===== config.mk =====
export PLATFORM = sky130hd
export DESIGN_NAME = tx_interpolator
export DESIGN_NICKNAME = d
export VERILOG_FILES = /design/src/rtl/tx_interpolator.sv
export SDC_FILE = /design/constraint.sdc
export NUM_CORES = 2
export LEC_CHECK = 0
export CORE_MARGIN = 4
export CORE_UTILIZATION = 47
export DETAILED_ROUTE_END_ITERATION = 8
export GPL_TIMING_DRIVEN = 0
export SLEW_MARGIN = 25
export SYNTH_ARGS = -nofsm -noshare
export SYNTH_HDL_FRONTEND = slang
export SYNTH_SLANG_ARGS = --single-unit

===== constraint.sdc =====
create_clock -name clock -period 25.5 [get_ports clock]
set_input_delay 2.55 -clock clock [delete_from_list [all_inputs] [get_ports clock]]
set_output_delay 2.55 -clock clock [all_outputs]
set_load 0.01 [all_outputs]

===== src/rtl/tx_interpolator.sv =====
`default_nettype none
// ============================================================================
// Module   : tx_interpolator
// Purpose  : Transmit-side I/Q interpolator. Low-rate baseband samples enter
//            through a one-entry valid/ready buffer. Each channel is then
//            interpolated by INTERPOLATION using a STAGES-order CIC filter:
//            low-rate combs, zero stuffing, full-rate integrators. One I/Q
//            sample leaves on every clock.
// Ports    : clock, reset          - system clock, sync active-high reset
//            in_valid/in_ready     - input handshake
//            in_data_I/in_data_Q   - signed low-rate samples (IN_WIDTH)
//            sample_tick           - pulse when a low-rate slot is consumed
//            underflow             - pulse when a slot found the buffer empty
//            out_data_I/out_data_Q - signed full-rate outputs (OUT_WIDTH)
// Revision : 1.0 - initial release
// ============================================================================
module tx_interpolator #(
    parameter int STAGES        = 5,
    parameter int INTERPOLATION = 250,
    parameter int IN_WIDTH      = 24,
    parameter int OUT_WIDTH     = 16,
    parameter int ACC_WIDTH     = 56
) (
    input  logic                        clock,
    input  logic                        reset,
    input  logic                        in_valid,
    output logic                        in_ready,
    input  logic signed [IN_WIDTH-1:0]  in_data_I,
    input  logic signed [IN_WIDTH-1:0]  in_data_Q,
    output logic                        sample_tick,
    output logic                        underflow,
    output logic signed [OUT_WIDTH-1:0] out_data_I,
    output logic signed [OUT_WIDTH-1:0] out_data_Q
);

    localparam int             CNT_W    = $clog2(INTERPOLATION);
    localparam logic [CNT_W-1:0] CNT_LAST = CNT_W'(INTERPOLATION - 1);

    // Rate counter and handshake state
    logic [CNT_W-1:0] cnt_q, cnt_d;
    logic             full_q, full_d;
    logic             sample_tick_q, sample_tick_d;
    logic             underflow_q, underflow_d;
    logic             tick;
    logic             xfer;

    // Per-channel state, index 0 = I, 1 = Q
    logic signed [IN_WIDTH-1:0]  hold_q     [2];
    logic signed [IN_WIDTH-1:0]  hold_d     [2];
    logic signed [ACC_WIDTH-1:0] dly_q      [2][STAGES];
    logic signed [ACC_WIDTH-1:0] dly_d      [2][STAGES];
    logic signed [ACC_WIDTH-1:0] comb_out_q [2];
    logic signed [ACC_WIDTH-1:0] comb_out_d [2];
    logic signed [ACC_WIDTH-1:0] integ_q    [2][STAGES];
    logic signed [ACC_WIDTH-1:0] integ_d    [2][STAGES];
    logic signed [OUT_WIDTH-1:0] out_q      [2];
    logic signed [OUT_WIDTH-1:0] out_d      [2];
    logic signed [ACC_WIDTH-1:0] comb_c     [2][STAGES+1];
    logic signed [ACC_WIDTH-1:0] zstuff     [2];

    always_comb begin
        tick     = (cnt_q == CNT_LAST);
        in_ready = !reset && (!full_q || tick);
        xfer     = in_valid && in_ready;

        cnt_d         = tick ? '0 : cnt_q + 1'b1;
        sample_tick_d = tick;
        underflow_d   = tick && !full_q;

        // A tick empties the buffer; a same-cycle transfer refills it
        full_d = full_q;
        if (tick) full_d = 1'b0;
        if (xfer) full_d = 1'b1;

        hold_d[0] = xfer ? in_data_I : hold_q[0];
        hold_d[1] = xfer ? in_data_Q : hold_q[1];

        for (int ch = 0; ch < 2; ch++) begin
            // Empty buffer on a tick feeds a zero sample into the combs
            comb_c[ch][0] = full_q ?
                {{(ACC_WIDTH-IN_WIDTH){hold_q[ch][IN_WIDTH-1]}}, hold_q[ch]} : '0;
            for (int k = 0; k < STAGES; k++) begin
                comb_c[ch][k+1] = comb_c[ch][k] - dly_q[ch][k];
                dly_d[ch][k]    = tick ? comb_c[ch][k] : dly_q[ch][k];
            end
            comb_out_d[ch] = tick ? comb_c[ch][STAGES] : comb_out_q[ch];

            // Comb output enters the integrators only on the clock after tick
            zstuff[ch]      = sample_tick_q ? comb_out_q[ch] : '0;
            integ_d[ch][0]  = integ_q[ch][0] + zstuff[ch];
            for (int k = 1; k < STAGES; k++) begin
                integ_d[ch][k] = integ_q[ch][k] + integ_q[ch][k-1];
            end
            out_d[ch] = integ_q[ch][STAGES-1][ACC_WIDTH-1 -: OUT_WIDTH];
        end
    end

    always_ff @(posedge clock) begin
        if (reset) begin
            cnt_q         <= '0;
            full_q        <= 1'b0;
            sample_tick_q <= 1'b0;
            underflow_q   <= 1'b0;
            for (int ch = 0; ch < 2; ch++) begin
                hold_q[ch]     <= '0;
                comb_out_q[ch] <= '0;
                out_q[ch]      <= '0;
                for (int k = 0; k < STAGES; k++) begin
                    dly_q[ch][k]   <= '0;
                    integ_q[ch][k] <= '0;
                end
            end
        end else begin
            cnt_q         <= cnt_d;
            full_q        <= full_d;
            sample_tick_q <= sample_tick_d;
            underflow_q   <= underflow_d;
            for (int ch = 0; ch < 2; ch++) begin
                hold_q[ch]     <= hold_d[ch];
                comb_out_q[ch] <= comb_out_d[ch];
                out_q[ch]      <= out_d[ch];
                for (int k = 0; k < STAGES; k++) begin
                    dly_q[ch][k]   <= dly_d[ch][k];
                    integ_q[ch][k] <= integ_d[ch][k];
                end
            end
        end
    end

    assign sample_tick = sample_tick_q;
    assign underflow   = underflow_q;
    assign out_data_I  = out_q[0];
    assign out_data_Q  = out_q[1];

endmodule
`default_nettype wire


After elaboration in Yosys (flattened, before gate mapping)
Memories as Yosys holds them, arrays and structs flattened.
Cells that the tools add are included.
Storage, ports and cells
  input bits: 51
  bits in writable memories: 1312
  logic and storage cells: 114
  flip-flop bits (word level): 11
  memories kept: 5
  output and inout bits: 35
Operators by class
  muxes and demuxes: 49
  reductions and logical operators: 8
  bitwise operators: 26
  eq/ne operators: 1
  add/subtract/negate cells: 21
Memories
  dly_q: words 2, width 280, rd ports 2, clocked after Yosys merged registers in 0, write ports 2, RTL line 50  | logic signed [ACC_WIDTH-1:0] dly_q [2][STAGES];
  integ_q: words 2, width 280, rd ports 2, clocked after Yosys merged registers in 0, write ports 2, RTL line 54  | logic signed [ACC_WIDTH-1:0] integ_q [2][STAGES];
  comb_out_q: words 2, width 56, rd ports 2, clocked after Yosys merged registers in 0, write ports 2, RTL line 52  | logic signed [ACC_WIDTH-1:0] comb_out_q [2];
  hold_q: words 2, width 24, rd ports 2, clocked after Yosys merged registers in 0, write ports 2, RTL line 48  | logic signed [IN_WIDTH-1:0] hold_q [2];
  out_q: words 2, width 16, rd ports 2, clocked after Yosys merged registers in 0, write ports 2, RTL line 56  | logic signed [OUT_WIDTH-1:0] out_q [2];
Operators with widths (count)
  56-bit 2-to-1 mux: 38
  56-bit adder: 10
  56-bit subtractor: 10
  24-bit 2-to-1 mux: 4
  16-bit 2-to-1 mux: 2
  1-bit bitwise OR: 26
  8-bit by 1-bit adder with 8-bit output, second input constant: 1
  8-bit equality test, second input constant: 1
  1-bit 2-to-1 mux: 5
  1-bit logical AND: 3
  1-bit logical NOT: 2
  2-bit nonzero test: 1
  2-bit OR reduction: 1
  1-bit logical OR: 1

Longest topological paths before layout
  depth in word-level cells: 8
  depth in mapped cells: 64
  gate-level depth less buffers: 63

Least setup slack after synthesis
No wires, ideal clock.
  path kind: input port to flip-flop
  start: input port reset
  end: memory dly_q[0][0] in the netlist's numbering (enable)
  data required time: 24758 ps
  setup time: 742 ps
  data arrival time: 10471 ps
  stages on the path: 4
  path slack: 14287 ps
  cell sequence: nor2_1 inv_1 clkbuf_1 clkbuf_1
RTL lines
  start, declared: RTL line 25  | input logic reset,
  end, declared: RTL line 50

==> impl_metrics.prom <==
# TYPE chip_impl_metric gauge
chip_impl_metric{name="max_freq",unit="MHz"} 70.9
chip_impl_metric{name="wl",unit="mm"} 251
chip_impl_metric{name="dpl_cell_area",unit="µm²"} 98100
chip_impl_info{name="crit_top_cell",value="sky130_fd_sc_hd__o21ai_0"} 1
chip_impl_metric{name="std_cell_rows",unit=""} 163
chip_impl_metric{name="post_drt_wl_per_cell",unit="µm"} 17.2
chip_impl_metric{name="period_needed",unit="ps"} 14110
chip_impl_metric{name="p_clk_share",unit="%"} 16.8
chip_impl_metric{name="internal_power",unit="mW"} 7.14
chip_impl_metric{name="placeableCoreArea",unit="µm²"} 197000
chip_impl_metric{name="globalRouteTotalUtil",unit="%"} 23.8
chip_impl_metric{name="design.die.area",unit="µm²"} 206000
chip_impl_metric{name="drc_violation_count_after_routing",unit=""} 0
chip_impl_metric{name="synthesis.area_per_instance",unit="µm²"} 8.05
chip_impl_info{name="start_kind",value="flop"} 1
chip_impl_metric{name="1st_iter_drt_viols",unit=""} 4747
chip_impl_metric{name="global_route_wire_length_before_repair",unit="mm"} 400
chip_impl_metric{name="port_buffers",unit=""} 85
chip_impl_metric{name="ys_seq_elements",unit=""} 1259
chip_impl_metric{name="post_drt_via_cell_ratio",unit=""} 5.42
chip_impl_metric{name="max_cap_violations",unit=""} 0
chip_impl_info{name="grt_setup_unrepaired",value="false"} 1
chip_impl_metric{name="syn-num-nets",unit=""} 12711
chip_impl_info{name="r2r-start",value="full_q"} 1
chip_impl_metric{name="via_count",unit=""} 79311
chip_impl_metric{name="final.period_utilization",unit="%"} 55.3
chip_impl_metric{name="power.leakage",unit="nW"} 45.8
chip_impl_metric{name="synthCells",unit=""} 11597
chip_impl_metric{name="grt_antenna_before_repair",unit=""} 8
chip_impl_metric{name="final_cells",unit=""} 14627
chip_impl_metric{name="synth-async-reset-ratio",unit="%"} 0
chip_impl_metric{name="timing.final.hold_violations",unit=""} 0
chip_impl_metric{name="boundaryPins",unit=""} 86
chip_impl_metric{name="insertion_delay",unit="ps"} 800
chip_impl_metric{name="dieWidth",unit="µm"} 454
chip_impl_metric{name="regToRegSetupSlack",unit="ps"} 11390
chip_impl_metric{name="chipHeight",unit="µm"} 454
chip_impl_info{name="clk_root_buffer_cell",value="sky130_fd_sc_hd__clkbuf_16"} 1
chip_impl_metric{name="final_area",unit="µm²"} 103000
chip_impl_info{name="min_delay_worst_endpoint",value="comb_out_q[0][84]"} 1
chip_impl_metric{name="clkSlewWorstSetupHoldPaths",unit="ps"} 60
chip_impl_metric{name="cts.repair_timing.setup_buffer_count",unit=""} 0
chip_impl_metric{name="cts-buffers-inserted",unit=""} 156
chip_impl_metric{name="number_of_enable_type_register_cells_in_the_synthesized_netlist",unit=""} 272
chip_impl_metric{name="maximum_number_of_pins_on_one_net_before_global_route_repair",unit=""} 55
chip_impl_metric{name="crit_path_max_fanout",unit=""} 10
chip_impl_info{name="worst_path_max_delay_cell",value="sky130_fd_sc_hd__xor2_1"} 1
chip_impl_info{name="timing.setup.critical_path_class",value="reg -> reg"} 1
chip_impl_metric{name="reg2regPathDepth",unit=""} 57
chip_impl_metric{name="post_cts_hold_buffer_count",unit=""} 0
chip_impl_metric{name="power.share.switching",unit="%"} 46.3
chip_impl_metric{name="synth_seq_area_share",unit="%"} 29.9
chip_impl_metric{name="critPathMaxStageDelay",unit="ps"} 480
chip_impl_metric{name="first_global_vias",unit=""} 75828
chip_impl_info{name="run_status",value="finished, final reports clean"} 1
chip_impl_metric{name="tightest_slew",unit="ps"} 1040
chip_impl_info{name="cts_tree",value="yes"} 1
chip_impl_metric{name="timing_max_transition_violations_final",unit=""} 0
chip_impl_metric{name="htreeDepth",unit=""} 4
chip_impl_metric{name="power.net_switching",unit="mW"} 6.15
chip_impl_metric{name="post_cts_resize_count",unit=""} 0
chip_impl_metric{name="post-dp-hpwl",unit="mm"} 202
chip_impl_metric{name="drive_above_1_share",unit="%"} 3.30
chip_impl_metric{name="nets",unit=""} 12974
chip_impl_metric{name="syn_to_final_growth",unit="%"} 10.6
chip_impl_metric{name="num-fill-cells",unit=""} 19164
chip_impl_metric{name="grt-ovfl-total",unit=""} 0
chip_impl_metric{name="power.share.combinational",unit="%"} 66.0
chip_impl_info{name="synth_top_flop_cell",value="sky130_fd_sc_hd__dfxtp_1"} 1
chip_impl_info{name="hp-start",value="comb_out_q[0][84]"} 1
chip_impl_metric{name="worst_hold_path.num_cells",unit=""} 2
chip_impl_info{name="timing.rr.end",value="comb_out_q[0][111]"} 1
chip_impl_metric{name="fin_setup_tns",unit="ps"} 0
chip_impl_metric{name="clockBufferDepth",unit=""} 3
chip_impl_info{name="end_kind",value="flop"} 1
chip_impl_metric{name="detailed_router_iteration_count_before_antenna_repair",unit=""} 5
chip_impl_metric{name="report.final.setup_viol",unit=""} 0
chip_impl_metric{name="placedCellCount",unit=""} 14342
chip_impl_metric{name="netlist_area",unit="µm²"} 93400
chip_impl_metric{name="peakVddDrop",unit="µV"} 176
chip_impl_info{name="worst_hold_path_type",value="reg -> reg"} 1
chip_impl_metric{name="power.sequential.fraction",unit="%"} 17.1
chip_impl_metric{name="timing.slew.headroom",unit="%"} 30.4
chip_impl_metric{name="worst_ep_arrival_time",unit="ps"} 14820
chip_impl_metric{name="power.density",unit="nW/µm²"} 129
chip_impl_metric{name="synth_cell_types",unit=""} 99
chip_impl_metric{name="yosysWarningCount",unit=""} 0
chip_impl_metric{name="gp_congestion",unit=""} 0.918
chip_impl_metric{name="fin_skew",unit="ps"} 23.3
chip_impl_metric{name="start_util",unit="%"} 47.3
chip_impl_metric{name="crit_required",unit="ps"} 26210
chip_impl_metric{name="finalCoreUtilization",unit="%"} 52.3
chip_impl_metric{name="ant_nets",unit=""} 0
chip_impl_metric{name="clock_sinks",unit=""} 1259
[worst max-delay path by stage]
stage / start / slack [ps] / depth (start not counted) / end
2_1_floorplan: reset / 14290 / 4 / dly_q[0][0]
3_3_place_gp: reset / 9520 / 6 / dly_q[1][188]
4_1_cts: full_q / 11440 / 57 / comb_out_q[0][111]
6_report: full_q / 11390 / 57 / comb_out_q[0][111]
5_1_grt: full_q / 10180 / 57 / comb_out_q[0][55]
3_5_place_dp: full_q / 11490 / 57 / comb_out_q[0][55]
[power by group through the flow]
| stage | Clock (mW) | Combinational (mW) | Sequential [mW] |
|---|---|---|---|
| floorplan | 0 | 6.78 | 2.32 |
| global placement | 0 | 8.57 | 2.33 |
| detailed placement | 0 | 8.66 | 2.32 |
| CTS | 2.30 | 8.71 | 2.28 |
| global route | 2.37 | 9.83 | 2.29 |
| finish | 2.24 | 8.78 | 2.28 |
[cell usage after synthesis (35+ instances only)]
cell	number	area share, %
sky130_fd_sc_hd__a21oi_1	1170	6.3
sky130_fd_sc_hd__o21a_1	117	0.94
sky130_fd_sc_hd__xor2_1	374	3.5
sky130_fd_sc_hd__o31ai_1	64	0.51
sky130_fd_sc_hd__edfxtp_1	272	8.7
sky130_fd_sc_hd__ha_1	1041	14
sky130_fd_sc_hd__and2_1	458	3.1
sky130_fd_sc_hd__o21bai_1	167	1.3
sky130_fd_sc_hd__nand2b_1	125	0.84
sky130_fd_sc_hd__nor3_1	163	0.87
sky130_fd_sc_hd__nor2b_1	206	1.4
sky130_fd_sc_hd__a21o_1	654	5.3
sky130_fd_sc_hd__nand3_1	227	1.2
sky130_fd_sc_hd__a31oi_1	120	0.80
sky130_fd_sc_hd__dfxtp_1	987	21
sky130_fd_sc_hd__or2_2	35	0.23
sky130_fd_sc_hd__o211ai_1	51	0.41
sky130_fd_sc_hd__nand2_1	1146	4.6
sky130_fd_sc_hd__clkbuf_1	378	1.5
sky130_fd_sc_hd__or3_1	42	0.28
sky130_fd_sc_hd__a211oi_1	81	0.65
sky130_fd_sc_hd__nand4_1	138	0.92
sky130_fd_sc_hd__and3_1	105	0.70
sky130_fd_sc_hd__inv_1	775	3.1
sky130_fd_sc_hd__nor2_1	995	4.0
sky130_fd_sc_hd__o21ai_0	612	3.3
sky130_fd_sc_hd__xnor2_1	570	5.3
[critical path, delay by kind of cell (launching register included)]
kind                       cells  cell delay, ps
and+or+nand+nor                9            1900
xor gates and xnor gates       6            1430
buffers and inverters          2             530
AOI/OAI and AO/OA             35            7990
adders and majority gates      5            1680
DFF                            1             450
[logic make-up after synthesis]
group | count (synthesis) | synth area share, %
AOI/OAI and AO/OA | 3405 | 23.0
xor gates and xnor gates | 945 | 8.88
muxes | 15 | 0.167
adders and majority gates | 1063 | 14.4
buffers and inverters | 1179 | 4.74
and+or+nand+nor | 3731 | 18.9
DFF | 1259 | 29.9
[cell type report]
type,instances,area [µm²],share of cell area [%]
clock buffer,232,4630,4.48
tap,2640,3300,3.20
inverter,777,2920,2.82
sequential,1259,27900,27.0
multi-input combinational,9159,61100,59.1
clock inverter,50,563,0.545
buffer,402,1570,1.52
antenna,3,7.51,0.00727
timing repair buffer,105,1310,1.26
[through the flow]
stage,total power [mW],setup slack [ps],hold slack (ps)
global placement,10.9,9520,428
CTS,13.3,11440,448
global route,14.5,10180,460
floorplan,9.09,14290,417
finish,13.3,11390,444
detailed placement,11.0,11490,436
[layout by cell type (no fill, tap or decap), types with 164 or more instances in the layout]
cell type / count
sky130_fd_sc_hd__xor2_1: 374
sky130_fd_sc_hd__o21ai_0: 612
sky130_fd_sc_hd__nor2b_1: 206
sky130_fd_sc_hd__ha_1: 1041
sky130_fd_sc_hd__inv_1: 775
sky130_fd_sc_hd__a21oi_1: 1170
sky130_fd_sc_hd__nand3_1: 227
sky130_fd_sc_hd__nand2_1: 1146
sky130_fd_sc_hd__clkbuf_1: 387
sky130_fd_sc_hd__edfxtp_1: 272
sky130_fd_sc_hd__clkbuf_16: 164
sky130_fd_sc_hd__nor2_1: 993
sky130_fd_sc_hd__dfxtp_1: 987
sky130_fd_sc_hd__xnor2_1: 570
sky130_fd_sc_hd__o21bai_1: 167
sky130_fd_sc_hd__and2_1: 458
sky130_fd_sc_hd__a21o_1: 654
[flip-flops by register name (all words and copies together) (netlist names)]
name         cells
cnt_q            8
comb_out_q     112
dly_q          496
full_q           1
hold_q          48
integ_q        560
out_q           32
sample_tick      1
underflow        1
[per-layer routing]
layer	wire length (µm)	part of all wire, %	GRT usage, %	up-vias
met3	9530	3.8	2.55	329
met5	13	0.0052	0	-
met1	122000	49	32.7	36202
met2	113000	45	39.7	1381
met4	6530	2.6	6.48	2
li1	-	-	-	41397
(Power assumes the default switching activity.)
